$ cat src/rtl/com_pkg.sv
// Shared host-bus definitions: default widths and the 2-bit state encoding
// used by the result unloader and by the processor top's state port.
package com_pkg;

    localparam int unsigned DATA_W = 16;
    localparam int unsigned ADDR_W = 16;
    localparam int unsigned LEN_W  = 16;

    typedef enum logic [1:0] {
        ST_IDLE   = 2'd0,
        ST_FETCH  = 2'd1,
        ST_STREAM = 2'd2,
        ST_DONE   = 2'd3
    } state_e;

endpackage

$ cat src/rtl/unloader_checksum.sv
// Running modulo-2^DATA_W sum of streamed result words, cleared while idle.
module unloader_checksum #(
    parameter int unsigned DATA_W = 16
) (
    input  logic              clk,
    input  logic              rst_n,
    input  logic              i_clr,
    input  logic              i_acc_en,
    input  logic [DATA_W-1:0] i_data,
    output logic [DATA_W-1:0] o_sum
);

    logic [DATA_W-1:0] r_sum;

    always_ff @(posedge clk or negedge rst_n) begin
        if (!rst_n) begin
            r_sum <= '0;
        end else if (i_clr) begin
            r_sum <= '0;
        end else if (i_acc_en) begin
            r_sum <= r_sum + i_data;
        end
    end

    assign o_sum = r_sum;

endmodule

$ cat src/rtl/result_unloader.sv
// Drains a block of result words from data memory onto the host output bus.
// Define UNLOADER_CHECKSUM_EN to append a running-sum checksum word.
module result_unloader #(
    parameter int unsigned DATA_W = com_pkg::DATA_W,
    parameter int unsigned ADDR_W = com_pkg::ADDR_W,
    parameter int unsigned LEN_W  = com_pkg::LEN_W
) (
    input  logic              clk,
    input  logic              rst_n,
    input  logic              start,
    input  logic [ADDR_W-1:0] base_addr,
    input  logic [LEN_W-1:0]  length,
    output logic              mem_rd_en,
    output logic [ADDR_W-1:0] mem_addr,
    input  logic [DATA_W-1:0] mem_rd_data,
    output logic [DATA_W-1:0] com_data_out,
    output logic              output_write_start,
    output logic              output_write_done,
    output logic [1:0]        state
);

    import com_pkg::*;

    state_e            r_state;
    logic [LEN_W-1:0]  r_rd_left;
    logic [LEN_W-1:0]  r_words_left;
    logic              r_rd_vld;
    logic [DATA_W-1:0] w_sum;

`ifdef UNLOADER_CHECKSUM_EN
    localparam bit CK_EN = 1'b1;
    logic w_clr;

    assign w_clr = (r_state == ST_IDLE);

    unloader_checksum #(.DATA_W(DATA_W)) u_checksum (
        .clk      (clk),
        .rst_n    (rst_n),
        .i_clr    (w_clr),
        .i_acc_en (r_rd_vld),
        .i_data   (mem_rd_data),
        .o_sum    (w_sum)
    );
`else
    localparam bit CK_EN = 1'b0;
    assign w_sum = '0;
`endif

    assign state = r_state;

    always_ff @(posedge clk or negedge rst_n) begin
        if (!rst_n) begin
            r_state            <= ST_IDLE;
            r_rd_left          <= '0;
            r_words_left       <= '0;
            r_rd_vld           <= 1'b0;
            mem_rd_en          <= 1'b0;
            mem_addr           <= '0;
            com_data_out       <= '0;
            output_write_start <= 1'b0;
            output_write_done  <= 1'b0;
        end else begin
            // Issue side: one read per clk until the last address has gone out
            if (mem_rd_en) begin
                if (r_rd_left == '0) begin
                    mem_rd_en <= 1'b0;
                end else begin
                    mem_addr  <= mem_addr + ADDR_W'(1);
                    r_rd_left <= r_rd_left - LEN_W'(1);
                end
            end
            // Memory answers one clk after the strobe, so data lines up one clk behind it
            r_rd_vld <= mem_rd_en;

            case (r_state)
                ST_IDLE: begin
                    output_write_start <= 1'b0;
                    output_write_done  <= 1'b0;
                    if (start) begin
                        if (length != '0) begin
                            mem_rd_en    <= 1'b1;
                            mem_addr     <= base_addr;
                            r_rd_left    <= length - LEN_W'(1);
                            r_words_left <= length;
                            r_state      <= ST_FETCH;
                        end else begin
                            com_data_out       <= '0;
                            output_write_start <= CK_EN;
                            output_write_done  <= 1'b1;
                            r_state            <= ST_DONE;
                        end
                    end
                end
                ST_FETCH, ST_STREAM: begin
                    if (r_rd_vld) begin
                        com_data_out       <= mem_rd_data;
                        output_write_start <= 1'b1;
                        output_write_done  <= !CK_EN && (r_words_left == LEN_W'(1));
                        r_words_left       <= r_words_left - LEN_W'(1);
                        r_state            <= ST_STREAM;
                    end else if (r_state == ST_STREAM) begin
                        // Checksum trails the data; a raised done marks it as already sent
                        if (CK_EN && !output_write_done) begin
                            com_data_out       <= w_sum;
                            output_write_start <= 1'b1;
                            output_write_done  <= 1'b1;
                        end else begin
                            output_write_start <= 1'b0;
                            output_write_done  <= 1'b0;
                            r_state            <= ST_DONE;
                        end
                    end
                end
                ST_DONE: begin
                    output_write_start <= 1'b0;
                    output_write_done  <= 1'b0;
                    r_state            <= ST_IDLE;
                end
            endcase
        end
    end

endmodule

$ cat config.mk
export PLATFORM = sky130hd
export DESIGN_NAME = result_unloader
export DESIGN_NICKNAME = d
export VERILOG_FILES = /design/src/rtl/com_pkg.sv /design/src/rtl/unloader_checksum.sv /design/src/rtl/result_unloader.sv
export SDC_FILE = /design/constraint.sdc
export NUM_CORES = 1
export LEC_CHECK = 0
export ABC_AREA = 1
export CAP_MARGIN = 15
export CORE_UTILIZATION = 53
export CTS_CLUSTER_DIAMETER = 40
export DETAILED_ROUTE_END_ITERATION = 16
export GPL_TIMING_DRIVEN = 0
export PLACE_DENSITY_LB_ADDON = 0.2
export SYNTH_ARGS = -nofsm -noshare
export SYNTH_HDL_FRONTEND = slang
export SYNTH_HIERARCHICAL = 1
export SYNTH_SLANG_ARGS = --single-unit
$ cat constraint.sdc
create_clock -name clk -period 2.2 [get_ports clk]
set_input_delay 0.22 -clock clk [delete_from_list [all_inputs] [get_ports clk]]
set_output_delay 0.22 -clock clk [all_outputs]
set_load 0.005 [all_outputs]
# Word level (Yosys, flattened, before mapping)
# Index checks and enable logic that the tools add are counted.
# word_totals
wordCells	66
out_inout_bits	37
regBits	70
in_bits	51
# classes
n_reduce_logical	9
n_eq_ne	9
addsub	4
n_mux	35
# op_table
operator	n
$mux W16	16
$pmux W16 S2	2
$sub A16 B1 Y16 const B	3
$add A16 B1 Y16 const B	1
$eq A16 B1 Y1 const B	1
$logic_not A16 Y1	1
$reduce_bool A16 Y1	1
$mux W1	10
$mux W2	4
$ne A2 B2 Y1 const B	4
$reduce_and A4 Y1	2
$pmux W2 S3	1
$eq A2 B2 Y1 const B	2
$reduce_or A2 Y1	2
$ne A3 B3 Y1 const B	1
$pmux W1 S3	1
$eq A2 B1 Y1 const B	1
$logic_not A2 Y1	1
$pmux W1 S2	1
$reduce_and A2 Y1	1
$reduce_bool A2 Y1	1

# Longest topological paths before layout
# logic_depth
ltp_word	6
ltp_mapped	13
mapped_depth_nobuf	13

# Worst setup path after synthesis
# Ideal clock, no wire load.
# synth_path
kind	register to register
start	register r_state[0] (netlist: state[0])
end	register r_words_left[14]
stages_incl_launch_ff	12
path_buffers	1
period_less_slack_ps	1785
required_time_ps	2135
slack_ps	415
setup_ps	65
arrival_time_ps	1721
cell_sequence	dfrtp_1 > inv_1 > ha_1 > inv_1 > or2_2 > nand2_1 > a21oi_1 > o21ai_4 > inv_2 > buf_6 > nand3_1 > nand2_1
# synth_via
elab_chain_len	4
elab_cells_between_ends	10
classes_between	eq/ne (5); mux (1); reduce/logical (4)
# synth_rtl
item	line	rtl
from (decl)	result_unloader.sv:24	state_e r_state;
from (signal assigned)	result_unloader.sv:53	r_state <= ST_IDLE;
from (signal assigned)	result_unloader.sv:85	r_state <= ST_FETCH;
from (signal assigned)	result_unloader.sv:90	r_state <= ST_DONE;
$eq A2 B2 Y1 or $eq A2 B1 Y1 (tied branches)	result_unloader.sv:75	case (r_state)
$reduce_or A2 Y1	result_unloader.sv:75	
$ne A2 B2 Y1 (no source line) or $reduce_bool A2 Y1 (tied branches)	-	
$reduce_and A4 Y1 (no source line)	-	
to (signal assigned)	result_unloader.sv:84	r_words_left <= length;
to (signal assigned)	result_unloader.sv:99	r_words_left <= r_words_left - LEN_W'(1);
to (decl)	result_unloader.sv:26	logic [LEN_W-1:0] r_words_left;
# Several ways; a longest one is shown, not always the timed one.
# A chain may end at the register's enable or synchronous reset.

# Worst setup path in the final report
# layout_path
start	register r_state[1] (netlist: state[1])
end	register r_words_left[9]
# The elaborated chain is that of the path after synthesis.

==> flow_summary.ini <==
[run_status]
status = complete, but fails checks
violations = negative hold slack

[routing]
wl_per_cell_um = 14.27
drc = 0
wl_um = 12210
postRouteAntennaNets = 0
first_pass_iters = 6
drt_iter0_markers = 288
num_vias = 4619
viasPerCell = 5.396

[sta]
setup_ws_ps = 106.5
hold_viol_final = 20
holdWs_ps = -19.11
drv_slew = 0
setup_viol = 0
worst_pin_slew_ps = 884.5
post-route-period-util_pct = 95.16
rsz0062_at_grt = false
final.setup_skew_ps = 14.61
fin_tns_setup_ps = 0
fin_crit_ps = 2094
fmax_mhz = 477.7
slew-limit-headroom_pct = 41.03

[power_and_ir_drop]
total_leakage_power_nw = 2.712
power.density_mw_per_mm2 = 1393
ir_drop_mv = 0.8687
power_mw = 8.037

[yosys]
async_reset_ff_share_pct = 100.0
synth_ff_type = dfrtp_1
synth_area_leaders = dfrtp_1 (39%), nand2_1 (17%), nor2_1 (5.9%)
ys_ff_latch = 70
ys_warn_count = 6
ys_types = 38
synth-edff-count = 0
synth_commonest_cells = nand2_1 (207), nor2_1 (71), dfrtp_1 (70), inv_1 (64), nand3_1 (50)
ys_seq_area_share_pct = 38.94
syn_nets = 703
synth_area_per_cell_um2 = 6.985
synth_cells = 644
synth_top_area_share_pct = 38.94
synth_most_common_cell = nand2_1
yosysTopAreaCell = dfrtp_1
syn_area_mm2 = 0.004498

[global_route]
grt_max_degree = 71
groute.usage.overall_pct = 28.71
first_global_vias = 4429
grt.overflow.total = 0
grt_pass1_wl_um = 19650
antenna_found_initial = 0

[place]
dp_cells = 836
port_buffers = 87
dp_slack_ps = -270.8
place_congestion = 0.9307
hpwl_um = 8800
placed_area_mm2 = 0.005498

[worst_setup_path]
required_ps = 2430
crit_type = reg2reg
cp_slowest_cell = clkbuf_1
cp-end-kind = register
start_kind = register
critPathMaxFanout = 10
cp.arrival_ps = 2320
crit_family = buffers and inverters
path_cells = inv_1 -> ha_1 -> clkbuf_2 -> clkbuf_1 -> nor2_1 -> o21ai_0 -> nand2_1
crit_buf_inv = 3
slowest_delay_ps = 410

[clocking]
cts.clk_slew.worst_paths_ps = 90
cts_tree = done
cts_buffer_depth = 2
clock_latency_ps = 360
clock-root-buffer = clkbuf_8
numCtsBuffers = 9
cts.sinks = 70
ctsHoldBuffers = 0
htree_levels = 3

[final_layout]
fillerInstances = 676
multi_input_area_mm2 = 0.002391
stdcell_area_mm2 = 0.005768
utilization_pct = 70.20
final_nets = 805
seqCellArea_mm2 = 0.001752
instances_no_fill = 856
diodes = 0
syn_to_final_growth_pct = 28.23
drive_gt1_share_pct = 8.389

[floorplan]
dieWidth_um = 94.13
fp.dieH_um = 94.13
rows = 33
ios = 88
dieArea_mm2 = 0.008860
core-area_mm2 = 0.008217
start_util_pct = 54.74

[flow_run]
drv_cap = 0

[worst_hold_path]
min_path_type = in2async
routing by layer:
metal  part of all wire (%)  wire, um  global-route usage (%)
met1                     41      4964                   34.59
met2                     50      6075                   50.18
met3                    7.0       850                   3.560
met4                    2.6       321                   14.49
met5                      0         0                       0
cell type report:
class | instances | area share, %
clock buffer | 11 | 2.451
timing repair buffer | 91 | 15.62
buffer | 19 | 2.061
clock inverter | 5 | 1.410
inverter | 66 | 4.360
multi-input combinational | 489 | 41.45
sequential | 70 | 30.37
tap | 105 | 2.278
flip-flops by register name (all words and copies together) (netlist names):
signal,cells
mem_rd_en,1
output_write_start,1
r_rd_vld,1
mem_addr,16
output_write_done,1
r_words_left,16
com_data_out,16
r_rd_left,16
state,2
worst reg2reg max path, delay by kind of cell (launching register included):
family | cells | cell delay [ps]
compound gates | 1 | 250
fa+ha+maj | 1 | 320
simple gates | 2 | 220
buf+inv | 3 | 770
flops | 1 | 400
where the power goes:
group          total (mW)  switching [mW]  leakage (nW)  internal (mW)
sequential           2.46           0.568         0.844           1.89
clock                1.19           0.514         0.110          0.672
combinational        4.40            2.55          1.76           1.85
placed cells by master, fill, tap and decap left out, types with 3 or more instances in the layout:
cell type,Yosys,final
clkdlybuf4s50_1,0,85
o21ai_2,4,4
inv_1,64,63
o21ai_0,36,36
a31oi_1,5,5
nand3_1,50,50
nor4_1,3,3
clkbuf_1,6,5
xor2_1,19,19
nand2_2,3,3
nor2_2,5,5
a21oi_1,8,7
buf_4,3,8
nand4_1,8,8
buf_6,3,3
buf_2,6,5
o21ai_1,22,22
clkbuf_8,0,10
or2_2,8,8
clkbuf_2,1,3
xnor2_1,10,10
ha_1,8,7
nor3_1,10,10
nor2_1,71,71
nand2_1,207,207
dfrtp_1,70,70
cell families (layout without fill, tap and decap cells):
| logic type | after synthesis | in the layout | synth area share, % |
|---|---|---|---|
| adders and majority gates | 8 | 8 | 2.225 |
| DFF | 70 | 70 | 38.94 |
| AOI/OAI and AO/OA | 81 | 81 | 9.987 |
| xor gates and xnor gates | 29 | 29 | 5.647 |
| buffers and inverters | 85 | 192 | 8.039 |
| and+or+nand+nor | 371 | 371 | 35.16 |
final timing paths:
| check | slack [ps] | depth (start not counted) | startpoint | endpoint |
|---|---|---|---|---|
| max | 110 | 7 | state[1]$_DFFE_PN0P_ | r_words_left[9]$_DFFE_PN0P_ |
| min | -20 | 1 | rst_n | r_rd_left[2]$_DFF_PN0_ |
| max reg2reg | 110 | 7 | state[1]$_DFFE_PN0P_ | r_words_left[9]$_DFFE_PN0P_ |
| min reg2reg | 490 | 0 | mem_rd_en$_DFF_PN0_ | r_rd_vld$_DFF_PN0_ |
| max in group asynchronous | 1630 | 1 | rst_n | r_words_left[13]$_DFFE_PN0P_ |
| min in group clk | 190 | 2 | length[0] | r_rd_left[0]$_DFF_PN0_ |
what timing repair did:
| item | in CTS | in global routing |
|---|---|---|
| setup endpoints to repair | 0 | 21 |
| setup buffers | 0 | 4 |
| gates resized for setup | 0 | 9 |
Note: power is estimated with default switching activity, not from simulation.
